`src/rtl/gate_tt_sequencer_pkg.sv`:
```
// Shared encodings for the gate truth-table sequencer: state codes, vector sizing
// and the standard 2-input gate truth tables (bit index = {a,b}).
package gate_seq_pkg;

  localparam int NUM_VECTORS = 4;
  localparam int VEC_W       = 2;

  localparam logic [2:0] S_IDLE   = 3'd0;
  localparam logic [2:0] S_DRIVE  = 3'd1;
  localparam logic [2:0] S_SETTLE = 3'd2;
  localparam logic [2:0] S_SAMPLE = 3'd3;
  localparam logic [2:0] S_DONE   = 3'd4;

  typedef enum logic [2:0] {
    IDLE   = S_IDLE,
    DRIVE  = S_DRIVE,
    SETTLE = S_SETTLE,
    SAMPLE = S_SAMPLE,
    DONE   = S_DONE
  } state_t;

  localparam logic [3:0] TT_NOR  = 4'b0001;
  localparam logic [3:0] TT_OR   = 4'b1110;
  localparam logic [3:0] TT_AND  = 4'b1000;
  localparam logic [3:0] TT_NAND = 4'b0111;
  localparam logic [3:0] TT_XOR  = 4'b0110;

  function automatic logic tt_lookup(input logic [3:0] tt, input logic [VEC_W-1:0] idx);
    return tt[idx];
  endfunction

endpackage

```
`src/rtl/gate_tt_sequencer_if.sv`:
```
// Control/result bundle between the sequencer (slave) and whoever starts it and
// hosts the gate under test (master). All outputs are registered in the sequencer.
// start is a level sampled only in IDLE; no ready/ack, busy/done report progress.
interface gate_tt_sequencer_if;
  import gate_seq_pkg::*;

  logic             start;
  logic             abort;
  logic             y_i;
  logic             a_o;
  logic             b_o;
  logic [VEC_W-1:0] vec_idx;
  logic             busy;
  logic             done;
  logic             pass;
  logic [3:0]       fail_mask;
  logic [2:0]       state;

  modport slave (
    input  start, abort, y_i,
    output a_o, b_o, vec_idx, busy, done, pass, fail_mask, state
  );

  modport master (
    output start, abort, y_i,
    input  a_o, b_o, vec_idx, busy, done, pass, fail_mask, state
  );
endinterface

```
`src/rtl/gate_tt_sequencer_settle_counter.sv`:
```
// 4-bit settle down-counter; expired is high on the last cycle of the settle window.
module gate_settle_counter (
  input  logic       clk,
  input  logic       rst_n,
  input  logic       load,
  input  logic       enable,
  input  logic [3:0] load_value,
  output logic       expired
);

  logic [3:0] count;

  always_ff @(posedge clk or negedge rst_n) begin
    if (!rst_n) begin
      count <= 4'd0;
    end else if (load) begin
      count <= load_value;
    end else if (enable && count != 4'd0) begin
      count <= count - 4'd1;
    end
  end

  // <=1 so a stray zero load can never hold the FSM in SETTLE forever
  assign expired = (count <= 4'd1);

endmodule

```
`src/rtl/gate_tt_sequencer.sv`:
```
// Sweeps a 2-input gate through {a,b}=00..11, compares y against TRUTH_TABLE and
// reports per-vector mismatches in fail_mask plus an overall pass flag.
module gate_tt_sequencer
  import gate_seq_pkg::*;
#(
  parameter logic [3:0]  TRUTH_TABLE   = TT_NOR,
  parameter int unsigned SETTLE_CYCLES = 2
) (
  input  logic                 clk,
  input  logic                 rst_n,
  gate_tt_sequencer_if.slave   bus
);

  localparam logic [3:0]       SETTLE_LOAD = SETTLE_CYCLES[3:0];
  localparam logic [VEC_W-1:0] LAST_VEC    = VEC_W'(NUM_VECTORS - 1);
  localparam state_t           AFTER_DRIVE = (SETTLE_CYCLES == 0) ? SAMPLE : SETTLE;

  state_t           state;
  logic             a_q, b_q, busy_q, done_q, pass_q;
  logic [VEC_W-1:0] vec_q;
  logic [3:0]       mask_q;
  logic [3:0]       mask_next;
  logic             settle_expired;

  gate_settle_counter u_settle (
    .clk        (clk),
    .rst_n      (rst_n),
    .load       (state == DRIVE),
    .enable     (state == SETTLE),
    .load_value (SETTLE_LOAD),
    .expired    (settle_expired)
  );

  always_comb begin
    mask_next        = mask_q;
    mask_next[vec_q] = mask_q[vec_q] | (bus.y_i != tt_lookup(TRUTH_TABLE, vec_q));
  end

  always_ff @(posedge clk or negedge rst_n) begin
    if (!rst_n) begin
      state  <= IDLE;
      a_q    <= 1'b0;
      b_q    <= 1'b0;
      vec_q  <= '0;
      busy_q <= 1'b0;
      done_q <= 1'b0;
      pass_q <= 1'b0;
      mask_q <= 4'd0;
    end else if (bus.abort && state != IDLE) begin
      // partial fail_mask is deliberately kept for post-mortem
      state  <= IDLE;
      a_q    <= 1'b0;
      b_q    <= 1'b0;
      busy_q <= 1'b0;
      done_q <= 1'b0;
      pass_q <= 1'b0;
    end else begin
      case (state)
        IDLE: begin
          done_q <= 1'b0;
          if (bus.start && !bus.abort) begin
            state  <= DRIVE;
            vec_q  <= '0;
            mask_q <= 4'd0;
            pass_q <= 1'b0;
            busy_q <= 1'b1;
          end
        end
        DRIVE: begin
          {a_q, b_q} <= vec_q;
          state      <= AFTER_DRIVE;
        end
        SETTLE: begin
          if (settle_expired) state <= SAMPLE;
        end
        SAMPLE: begin
          mask_q <= mask_next;
          if (vec_q == LAST_VEC) begin
            state  <= DONE;
            done_q <= 1'b1;
            busy_q <= 1'b0;
            pass_q <= ~|mask_next;
            a_q    <= 1'b0;
            b_q    <= 1'b0;
          end else begin
            vec_q <= vec_q + 1'b1;
            state <= DRIVE;
          end
        end
        DONE: begin
          done_q <= 1'b0;
          state  <= IDLE;
        end
        default: state <= IDLE;
      endcase
    end
  end

  assign bus.a_o       = a_q;
  assign bus.b_o       = b_q;
  assign bus.vec_idx   = vec_q;
  assign bus.busy      = busy_q;
  assign bus.done      = done_q;
  assign bus.pass      = pass_q;
  assign bus.fail_mask = mask_q;
  assign bus.state     = state;

endmodule

```
`src/flat_wrapper.sv`:
```
// flat-port wrapper written by rule: the top's interface ports become plain ports
module gate_tt_sequencer_flat import gate_seq_pkg::*;
#(
  parameter logic [3:0]  TRUTH_TABLE   = TT_NOR,
  parameter int unsigned SETTLE_CYCLES = 2
)
  (clk, rst_n, bus_start, bus_abort, bus_y_i, bus_a_o, bus_b_o, bus_vec_idx, bus_busy, bus_done, bus_pass, bus_fail_mask, bus_state);
  gate_tt_sequencer_if bus_i ();
  input  logic clk;
  input  logic rst_n;
  input wire logic [$bits(bus_i.start)-1:0] bus_start;
  input wire logic [$bits(bus_i.abort)-1:0] bus_abort;
  input wire logic [$bits(bus_i.y_i)-1:0] bus_y_i;
  output wire logic [$bits(bus_i.a_o)-1:0] bus_a_o;
  output wire logic [$bits(bus_i.b_o)-1:0] bus_b_o;
  output wire logic [$bits(bus_i.vec_idx)-1:0] bus_vec_idx;
  output wire logic [$bits(bus_i.busy)-1:0] bus_busy;
  output wire logic [$bits(bus_i.done)-1:0] bus_done;
  output wire logic [$bits(bus_i.pass)-1:0] bus_pass;
  output wire logic [$bits(bus_i.fail_mask)-1:0] bus_fail_mask;
  output wire logic [$bits(bus_i.state)-1:0] bus_state;
  assign bus_i.start = bus_start;
  assign bus_i.abort = bus_abort;
  assign bus_i.y_i = bus_y_i;
  assign bus_a_o = bus_i.a_o;
  assign bus_b_o = bus_i.b_o;
  assign bus_vec_idx = bus_i.vec_idx;
  assign bus_busy = bus_i.busy;
  assign bus_done = bus_i.done;
  assign bus_pass = bus_i.pass;
  assign bus_fail_mask = bus_i.fail_mask;
  assign bus_state = bus_i.state;
  gate_tt_sequencer #(.TRUTH_TABLE(TRUTH_TABLE), .SETTLE_CYCLES(SETTLE_CYCLES)) u_core (.clk(clk), .rst_n(rst_n), .bus(bus_i));
endmodule
```
`config.mk`:
```
export PLATFORM = sky130hd
export DESIGN_NAME = gate_tt_sequencer_flat
export DESIGN_NICKNAME = d
export VERILOG_FILES = /design/src/rtl/gate_tt_sequencer_pkg.sv /design/src/rtl/gate_tt_sequencer_if.sv /design/src/rtl/gate_tt_sequencer_settle_counter.sv /design/src/rtl/gate_tt_sequencer.sv /design/src/flat_wrapper.sv
export SDC_FILE = /design/constraint.sdc
export NUM_CORES = 1
export LEC_CHECK = 0
export BUFFER_PORTS_ARGS = -buffer_cell sky130_fd_sc_hd__buf_2
export CAP_MARGIN = 20
export CORE_MARGIN = 3
export CORE_UTILIZATION = 40
export CTS_BUF_LIST = sky130_fd_sc_hd__clkbuf_8 sky130_fd_sc_hd__clkbuf_16
export DETAILED_ROUTE_END_ITERATION = 6
export GPL_ROUTABILITY_DRIVEN = 0
export PLACE_DENSITY = 0.61
export SKIP_LAST_GASP = 1
export SYNTH_ARGS = -nofsm -noshare
export SYNTH_HDL_FRONTEND = slang
export SYNTH_HIERARCHICAL = 1
export SYNTH_SLANG_ARGS = --single-unit
```
`constraint.sdc`:
```
create_clock -name clk -period 1.75 [get_ports clk]
set_input_delay 0.35 -clock clk [delete_from_list [all_inputs] [get_ports clk]]
set_output_delay 0.35 -clock clk [all_outputs]
set_load 0.005 [all_outputs]
```
==> results.txt, run 1 <==
The clock-pin transition on the worst setup and hold timing paths works out to 0.08 ns. The logs give 4110 um for the first-pass GRT wire length and 911 for the via count of the first global-routing pass. The critical path is of the flip-flop to flip-flop type. The run gives 1 as the maximum level of the CTS H-tree. In the layout the commonest cells are 18 x sky130_fd_sc_hd__buf_2, 18 x sky130_fd_sc_hd__dfrtp_1, 12 x sky130_fd_sc_hd__inv_1, 9 x sky130_fd_sc_hd__nor2_1, 9 x sky130_fd_sc_hd__nand2_1. In this run the standard cell core region covers 2610 um2. The full die area was 3590 um2. Setup repair after global routing left no endpoint under its margin. Summing the areas of all xor and xnor instances in the mapped netlist gives 0.753% of the synthesized area. The worst-case clock buffer depth was 2.

TritonCTS built the clock tree. The insertion delay of the later-clocked pin in the worst-skew pair is 0.26 ns. The gate count after technology mapping came out at 129. Clock tree synthesis selected as its root buffer the cell sky130_fd_sc_hd__clkbuf_8. The endpoint required time on the critical path was 1.93 ns; the total power of the final layout was 1.37 mW. The highest attainable clock frequency came out at 617 MHz. The worst setup path is launched from a flip-flop. For this run, design rule violations remaining after detail routing come to 0. The run gives 0.739 mV as the peak supply drop.

The worst hold path belongs to the class input pin to async pin. The setup check on the worst reg-to-reg path leaves a slack of 0.13 ns. Global routing used 15.4% of the available tracks across all layers. Max-cap violations in this run came to 0. The die height is 59.9 um. On the final layout, the worst clock skew is 0.00590 ns.

On the final layout, the worst hold slack is 0.00970 ns. The number of buffers inserted during clock tree synthesis was 3; the simple-gate area share of the yosys netlist was 19.6%. Of all nets on the critical path, the largest fanout is 5. The run gives 38.7% as the sequential share of the synthesized area.

The logs give 0 for the hold buffer count at cts and 985 for the number of vias in the routed layout. The total congestion overflow after global routing is 0, and the starting DRC count in detailed routing is 39. Subtracting the final worst setup slack from the clock period gives 1.62 ns. The initial antenna violation count is 0. The die is 59.9 um wide.

The port buffer count works out to 18. The number of antenna cells inserted was 0. Once detailed placement completed, the half-perimeter wirelength came to 1840 um. Of the total synthesized cell area, the portion taken by full adders, half adders and majority gates is 7.53%.

The most used flip-flop cell after synthesis is sky130_fd_sc_hd__dfrtp_1. The ratio of total power to cell area was 986 nW/um2. Data arrives at the worst endpoint at 1.80 ns.

After detailed routing, the average wire length per cell comes to 13.0 um. The final layout net count was 168. In this run the count of I/O pins placed on the die edge is 19. Summing all non-filler instances in the final layout gives an area of 1390 um2.

The area growth from synthesis to layout is 19.0%. Clock tree synthesis found a total of 18 sinks. The mapped netlist covers 1160 um2. The placed instances occupy a cell area of 1330 um2. The via density per instance was 5.32.

Number of setup violations in the final report: 0. The number of post-CTS setup repair buffers came out at 0. STA classifies the critical path endpoint as a flip-flop. The number of hold violations in the final report was 0; the multiplexer share of the synthesized area was 5.48%. Before antenna repair, the detailed router went through 4 iterations.

Post-detailed-route count of antenna-violating nets: 0. In the final layout, the share of cells above drive strength 1 is 22.6%. In the synthesized netlist the async set-or-reset flop fraction comes to 100%.

The count of pins over their slew limit was 0; the largest net degree at the start of global routing was 19. A synthesized cell averages 9.02 um2. Summed over all failing endpoints, the final setup total negative slack is 0 ns.

The run finished with clean final reports. The final critical-path share of the clock period was 92.6%. Yosys mapped the design onto 42 distinct sky130hd cell types.

For the number of standard-cell rows in the floorplan, the log shows 18. The synthesized design contains 0 enable-type register cells. The main combinational cell family by area after synthesis is compound AO/OA/AOI/OAI gates. Summed over all layers, the routed wires come to 2410 um. The synthesized design contains 18 register bits.

The run gives 0 as the quantity of gates resized following cts. Summed over all cells, the static leakage comes to 0.675 nW. For this run, the number of Yosys warnings is 6. The share of the synthesized area in compound gates (AO/OA/AOI/OAI) is 21.0%, and the effective utilization at floorplan is 44.5%.
## state kept, by name (all words and copies together) (netlist names)
register / count
u_core/bus.fail_mask: 4
u_core/u_settle/count: 4
u_core/bus.state: 3
u_core/bus.vec_idx: 2
u_core/bus.a_o: 1
u_core/bus.b_o: 1
u_core/bus.busy: 1
u_core/bus.done: 1
u_core/bus.pass: 1
## critical path, stage by stage (launching register included)
cell                        delay [ns]
sky130_fd_sc_hd__dfrtp_1          0.42
sky130_fd_sc_hd__inv_1            0.08
sky130_fd_sc_hd__ha_1             0.23
sky130_fd_sc_hd__or2_2            0.31
sky130_fd_sc_hd__a21oi_4          0.21
sky130_fd_sc_hd__and3b_1          0.18
sky130_fd_sc_hd__o2bb2ai_1        0.10
## cell type report
type	instances	area (um2)
Fill cell	266	1230
Multi-Input combinational cell	95	647
Sequential cell	18	450
Timing Repair Buffer	26	150
Clock buffer	4	55.1
Inverter	12	45.0
Tap cell	30	37.5
## layer usage
layer  GRT usage, %  part of all wire [%]  up-vias
met3           4.10                   3.9        4
met5              0                     0        -
met1           20.7                    49      466
met2           23.5                    46       16
met4           5.70                   1.3        0
li1               -                     -      499
## metrics by stage
stage	setup slack [ns]	util, %	std cells
finish	0.130	53.0	185
global route	0.0236	53.0	185
CTS	0.130	53.0	185
detailed placement	0.147	50.9	181
global placement	0.186	50.9	181
floorplan	0.0943	-	131
## report_power, final
group | switching, mW | internal (mW) | total (mW)
combinational | 0.235 | 0.214 | 0.449
sequential | 0.0783 | 0.486 | 0.564
clock | 0.152 | 0.200 | 0.352
total | 0.465 | 0.900 | 1.37
## synth_stat cells, types with 2 or more instances
| master | count | share of area, % |
|---|---|---|
| sky130_fd_sc_hd__mux2i_1 | 3 | 2.6 |
| sky130_fd_sc_hd__nand2_1 | 9 | 2.9 |
| sky130_fd_sc_hd__a31oi_1 | 2 | 1.1 |
| sky130_fd_sc_hd__buf_2 | 2 | 0.86 |
| sky130_fd_sc_hd__and3b_1 | 2 | 1.5 |
| sky130_fd_sc_hd__conb_1 | 2 | 0.65 |
| sky130_fd_sc_hd__o21ai_1 | 6 | 2.6 |
| sky130_fd_sc_hd__o21ai_0 | 6 | 2.6 |
| sky130_fd_sc_hd__inv_1 | 12 | 3.9 |
| sky130_fd_sc_hd__a21oi_1 | 7 | 3.0 |
| sky130_fd_sc_hd__o22ai_1 | 2 | 1.1 |
| sky130_fd_sc_hd__nor3_1 | 4 | 1.7 |
| sky130_fd_sc_hd__clkbuf_1 | 3 | 0.97 |
| sky130_fd_sc_hd__nor2_1 | 9 | 2.9 |
| sky130_fd_sc_hd__nor3b_1 | 3 | 1.9 |
| sky130_fd_sc_hd__ha_1 | 7 | 7.5 |
| sky130_fd_sc_hd__dfrtp_1 | 18 | 39 |
| sky130_fd_sc_hd__o311ai_0 | 2 | 1.5 |
| sky130_fd_sc_hd__nor2b_1 | 4 | 2.2 |
| sky130_fd_sc_hd__o31ai_1 | 3 | 1.9 |
| sky130_fd_sc_hd__and2_1 | 2 | 1.1 |
## cells by family after synthesis
family,Yosys count
other cells,2
compound gates,37
buf+inv,18
simple gates,41
flops,18
mux,5
xor+xnor,1
fa+ha+maj,7
## path summary, 6_finish.rpt
kind / start / end / cells past startpoint
max reg2reg: u_core/bus.vec_idx[0]$_DFFE_PN0P_ / u_core/bus.pass$_DFFE_PN0P_ / 6
min reg2reg: u_core/bus.busy$_DFFE_PN0P_ / u_core/bus.busy$_DFFE_PN0P_ / 1
max in group asynchronous: rst_n / u_core/bus.b_o$_DFFE_PN0P_ / 1
min in group clk: bus_abort / u_core/bus.done$_DFFE_PN0P_ / 2
max: u_core/bus.vec_idx[0]$_DFFE_PN0P_ / u_core/bus.pass$_DFFE_PN0P_ / 6
min: rst_n / u_core/bus.state[1]$_DFFE_PN0P_ / 1
No activity file was read; power rests on OpenSTA's default activity.
==> inputs of run 2 (changes only) <==
==> constraint.sdc (replaced) <==
create_clock -name clk -period 1.65 [get_ports clk]
set_input_delay 0.33 -clock clk [delete_from_list [all_inputs] [get_ports clk]]
set_output_delay 0.33 -clock clk [all_outputs]
set_load 0.005 [all_outputs]
==> run 2 against run 1 <==
  * Setup slack worse by 0.043 ns
  * Non-clock buffer count increased by 4
  * Largest cell class unchanged
  * Sequential share of layout area decreased by 0.88 points
  * Critical endpoint unchanged
  * Highest routed layer unchanged
==> results.txt, run 2 (same netlist as run 1, synthesis figures left out) <==
The run gives 0.25 ns as the insertion delay of the later-clocked pin in the worst-skew pair. Summed over all nets, the half-perimeter wirelength after detailed placement is 1920 um. The commonest non-fill, non-tap cell in the layout was sky130_fd_sc_hd__buf_2. The tools report the multi-input combinational cell area as 671 um2. Minimum period implied by the final worst setup slack: 1.56 ns.

In the layout the commonest cells are 18 x sky130_fd_sc_hd__buf_2, 16 x sky130_fd_sc_hd__dfrtp_1, 12 x sky130_fd_sc_hd__inv_1, 12 x sky130_fd_sc_hd__buf_4. In the routed design, unresolved DRC markers number 0. Endpoint of the worst-slack reg-to-reg timing path: u_core/bus.pass$_DFFE_PN0P_. In the final layout, the share of cells above drive strength 1 is 28.3%. Entering global routing, the biggest net connects 19 pins. The worst-case register-to-register setup slack was 0.09 ns; the ratio of total power to cell area was 1000 nW/um2. Library cell used as clock root buffer: sky130_fd_sc_hd__clkbuf_8. Number of setup violations in the final report: 0.

The critical path launch point type is a flip-flop. The final layout net count was 172; the leakage component of the power was 0.684 nW. For this run, the detailed router's first-pass iteration total came to 4. The die is 59.9 um tall. The worst-case IR drop observed on VDD is 0.659 mV.

The tools report the worst slack at placement as 0.0799 ns. Of all nets on the critical path, the largest fanout is 8. The worst setup path is captured at a flip-flop. The min-delay analysis places its worst path in the category input pin to async pin. In this run the worst setup path terminates at u_core/bus.pass$_DFFE_PN0P_.

The total wire length came out at 2520 um. The flow ran to the end, and the final reports show no timing, DRC or antenna violations. In the final routed layout, each cell accounts on average for 13.3 um. For the worst-case clock buffer depth, the log shows 2.

For the floorplan core area, the log shows 2610 um2. For the final database, setup skew stands at 0.00730 ns. The I/O pin total is 19. Data on the critical path is required at its endpoint by 1.82 ns. The run gives 0 as the number of max-cap violations. The most critical setup path has its startpoint at u_core/bus.vec_idx[0]$_DFFE_PN0P_.

Dividing the detail-routed via count by the number of cells gives 5.28. Counting the buffers created by CTS gives 3. The first global-routing pass estimated 4310 um of wire.

The die covers 3590 um2. For the maximum level of the CTS H-tree, the log shows 1. For the data arrival time of the critical path, the log shows 1.73 ns.

Detailed routing inserted a total of 997 vias. In this run, post-CTS hold repair placed 0 buffers. For this run the aggregate overflow at the end of global routing stands at 0.

TritonCTS built the clock tree. The effective utilization at floorplan was 44.5%; the number of fill cells was 252. After layout, the worst path uses 94.8% of the clock period. The sequential cell area is 453 um2. Startpoint of the worst-slack reg-to-reg timing path: u_core/bus.vec_idx[0]$_DFFE_PN0P_. Port buffering added 18 buffers.

The depth of the most critical reg-to-reg path is 6. The highest attainable clock frequency was 640 MHz; the clock net sink count was 18. The tools report the initial antenna violation count as 0. The tools report the number of hold violations in the final report as 0. The worst setup slack after layout is 0.0865 ns, and the die span in x is 59.9 um.

Global routing consumed, over all layers together, 15.5% of the routing resources. The count of pins over their slew limit came out at 0. The clock-pin transition on the worst setup and hold timing paths was 0.07 ns; the starting DRC count in detailed routing was 36. Once layout is complete, the utilization of the core stands at 54.8%.

The area growth from synthesis to layout is 23.0%. The worst setup path is of the flip-flop to flip-flop kind. The detail route stage leaves a number of antenna-violating nets equal to 0. The initialized floorplan defines 18 standard-cell rows.

0 antenna diodes ended up in the layout. The via count of the first global-routing pass is 954, and the sum of negative setup slack is 0 ns.
==> run 2: cell types whose count changed in the layout (fill, tap and decap cells not counted) <==
cell,delta
sky130_fd_sc_hd__nor4b_1,-1
sky130_fd_sc_hd__inv_2,+1
sky130_fd_sc_hd__dfrtp_1,-2
sky130_fd_sc_hd__ha_2,+2
sky130_fd_sc_hd__clkbuf_8,-1
sky130_fd_sc_hd__ha_1,-3
sky130_fd_sc_hd__dfrtp_2,+2
sky130_fd_sc_hd__buf_4,+4
sky130_fd_sc_hd__ha_4,+1
sky130_fd_sc_hd__nor4b_2,+1
==> run 2: worst min path at each step <==
| stage | from | end | slack [ns] |
|---|---|---|---|
| final | rst_n | u_core/u_settle/count[2]$_DFFE_PN0P_ | 0.003 |
| after global routing | rst_n | u_core/bus.a_o$_DFFE_PN0P_ | 0.01 |
| after CTS | rst_n | u_core/bus.b_o$_DFFE_PN0P_ | 0.02 |
| after detailed placement | rst_n | u_core/bus.fail_mask[2]$_DFFE_PN0P_ | 0.29 |
| after global placement | rst_n | u_core/bus.fail_mask[2]$_DFFE_PN0P_ | 0.29 |
| after floorplan | rst_n | u_core/bus.a_o$_DFFE_PN0P_ | 0.03 |
==> run 2: metrics by stage <==
step	area, um2	instances	hold WS, ns	power [mW]
3_5_place_dp	1340	182	0.288	1.10
5_1_grt	1430	189	0.0139	1.56
2_1_floorplan	1170	131	0.0344	0.942
6_report	1430	189	0.00329	1.43
4_1_cts	1380	186	0.0160	1.41
3_3_place_gp	1340	182	0.285	1.08
==> run 2: what timing repair did <==
| item | in CTS | in global routing |
|---|---|---|
| buffers inserted | 0 | 3 |
| endpoints found under the setup margin | 0 | 6 |
| gates resized for setup | 0 | 7 |
| hold endpoints to repair | 0 | 0 |
==> run 2: power breakdown <==
part           leakage, nW  switching (mW)  total, mW  internal (mW)
sequential           0.234           0.102      0.618          0.517
combinational        0.424           0.256      0.509          0.253
clock               0.0269           0.139      0.304          0.165
==> run 2: metal layers <==
| metal | routed length (um) | vias up | GRT usage (%) | share of wire [%] |
|---|---|---|---|---|
| met4 | 12 | 0 | 3.80 | 0.48 |
| met3 | 98 | 2 | 2.81 | 3.9 |
| met5 | 0 | - | 0 | 0 |
| li1 | - | 508 | - | - |
| met2 | 1130 | 14 | 23.9 | 45 |
| met1 | 1280 | 473 | 22.4 | 51 |
==> run 2: final cells by class <==
cell class | instances | area share (%)
Clock buffer | 3 | 2.88
Clock inverter | 1 | 0.262
Inverter | 12 | 3.15
Multi-Input combinational cell | 95 | 46.9
Sequential cell | 18 | 31.6
Tap cell | 30 | 2.62
Timing Repair Buffer | 30 | 12.6
==> run 2: worst max-delay path, stage by stage, from the launching register on <==
cell	delay, ns
sky130_fd_sc_hd__dfrtp_2	0.46
sky130_fd_sc_hd__inv_1	0.09
sky130_fd_sc_hd__ha_2	0.21
sky130_fd_sc_hd__or2_2	0.30
sky130_fd_sc_hd__a21oi_4	0.15
sky130_fd_sc_hd__and3b_1	0.16
sky130_fd_sc_hd__o2bb2ai_1	0.11
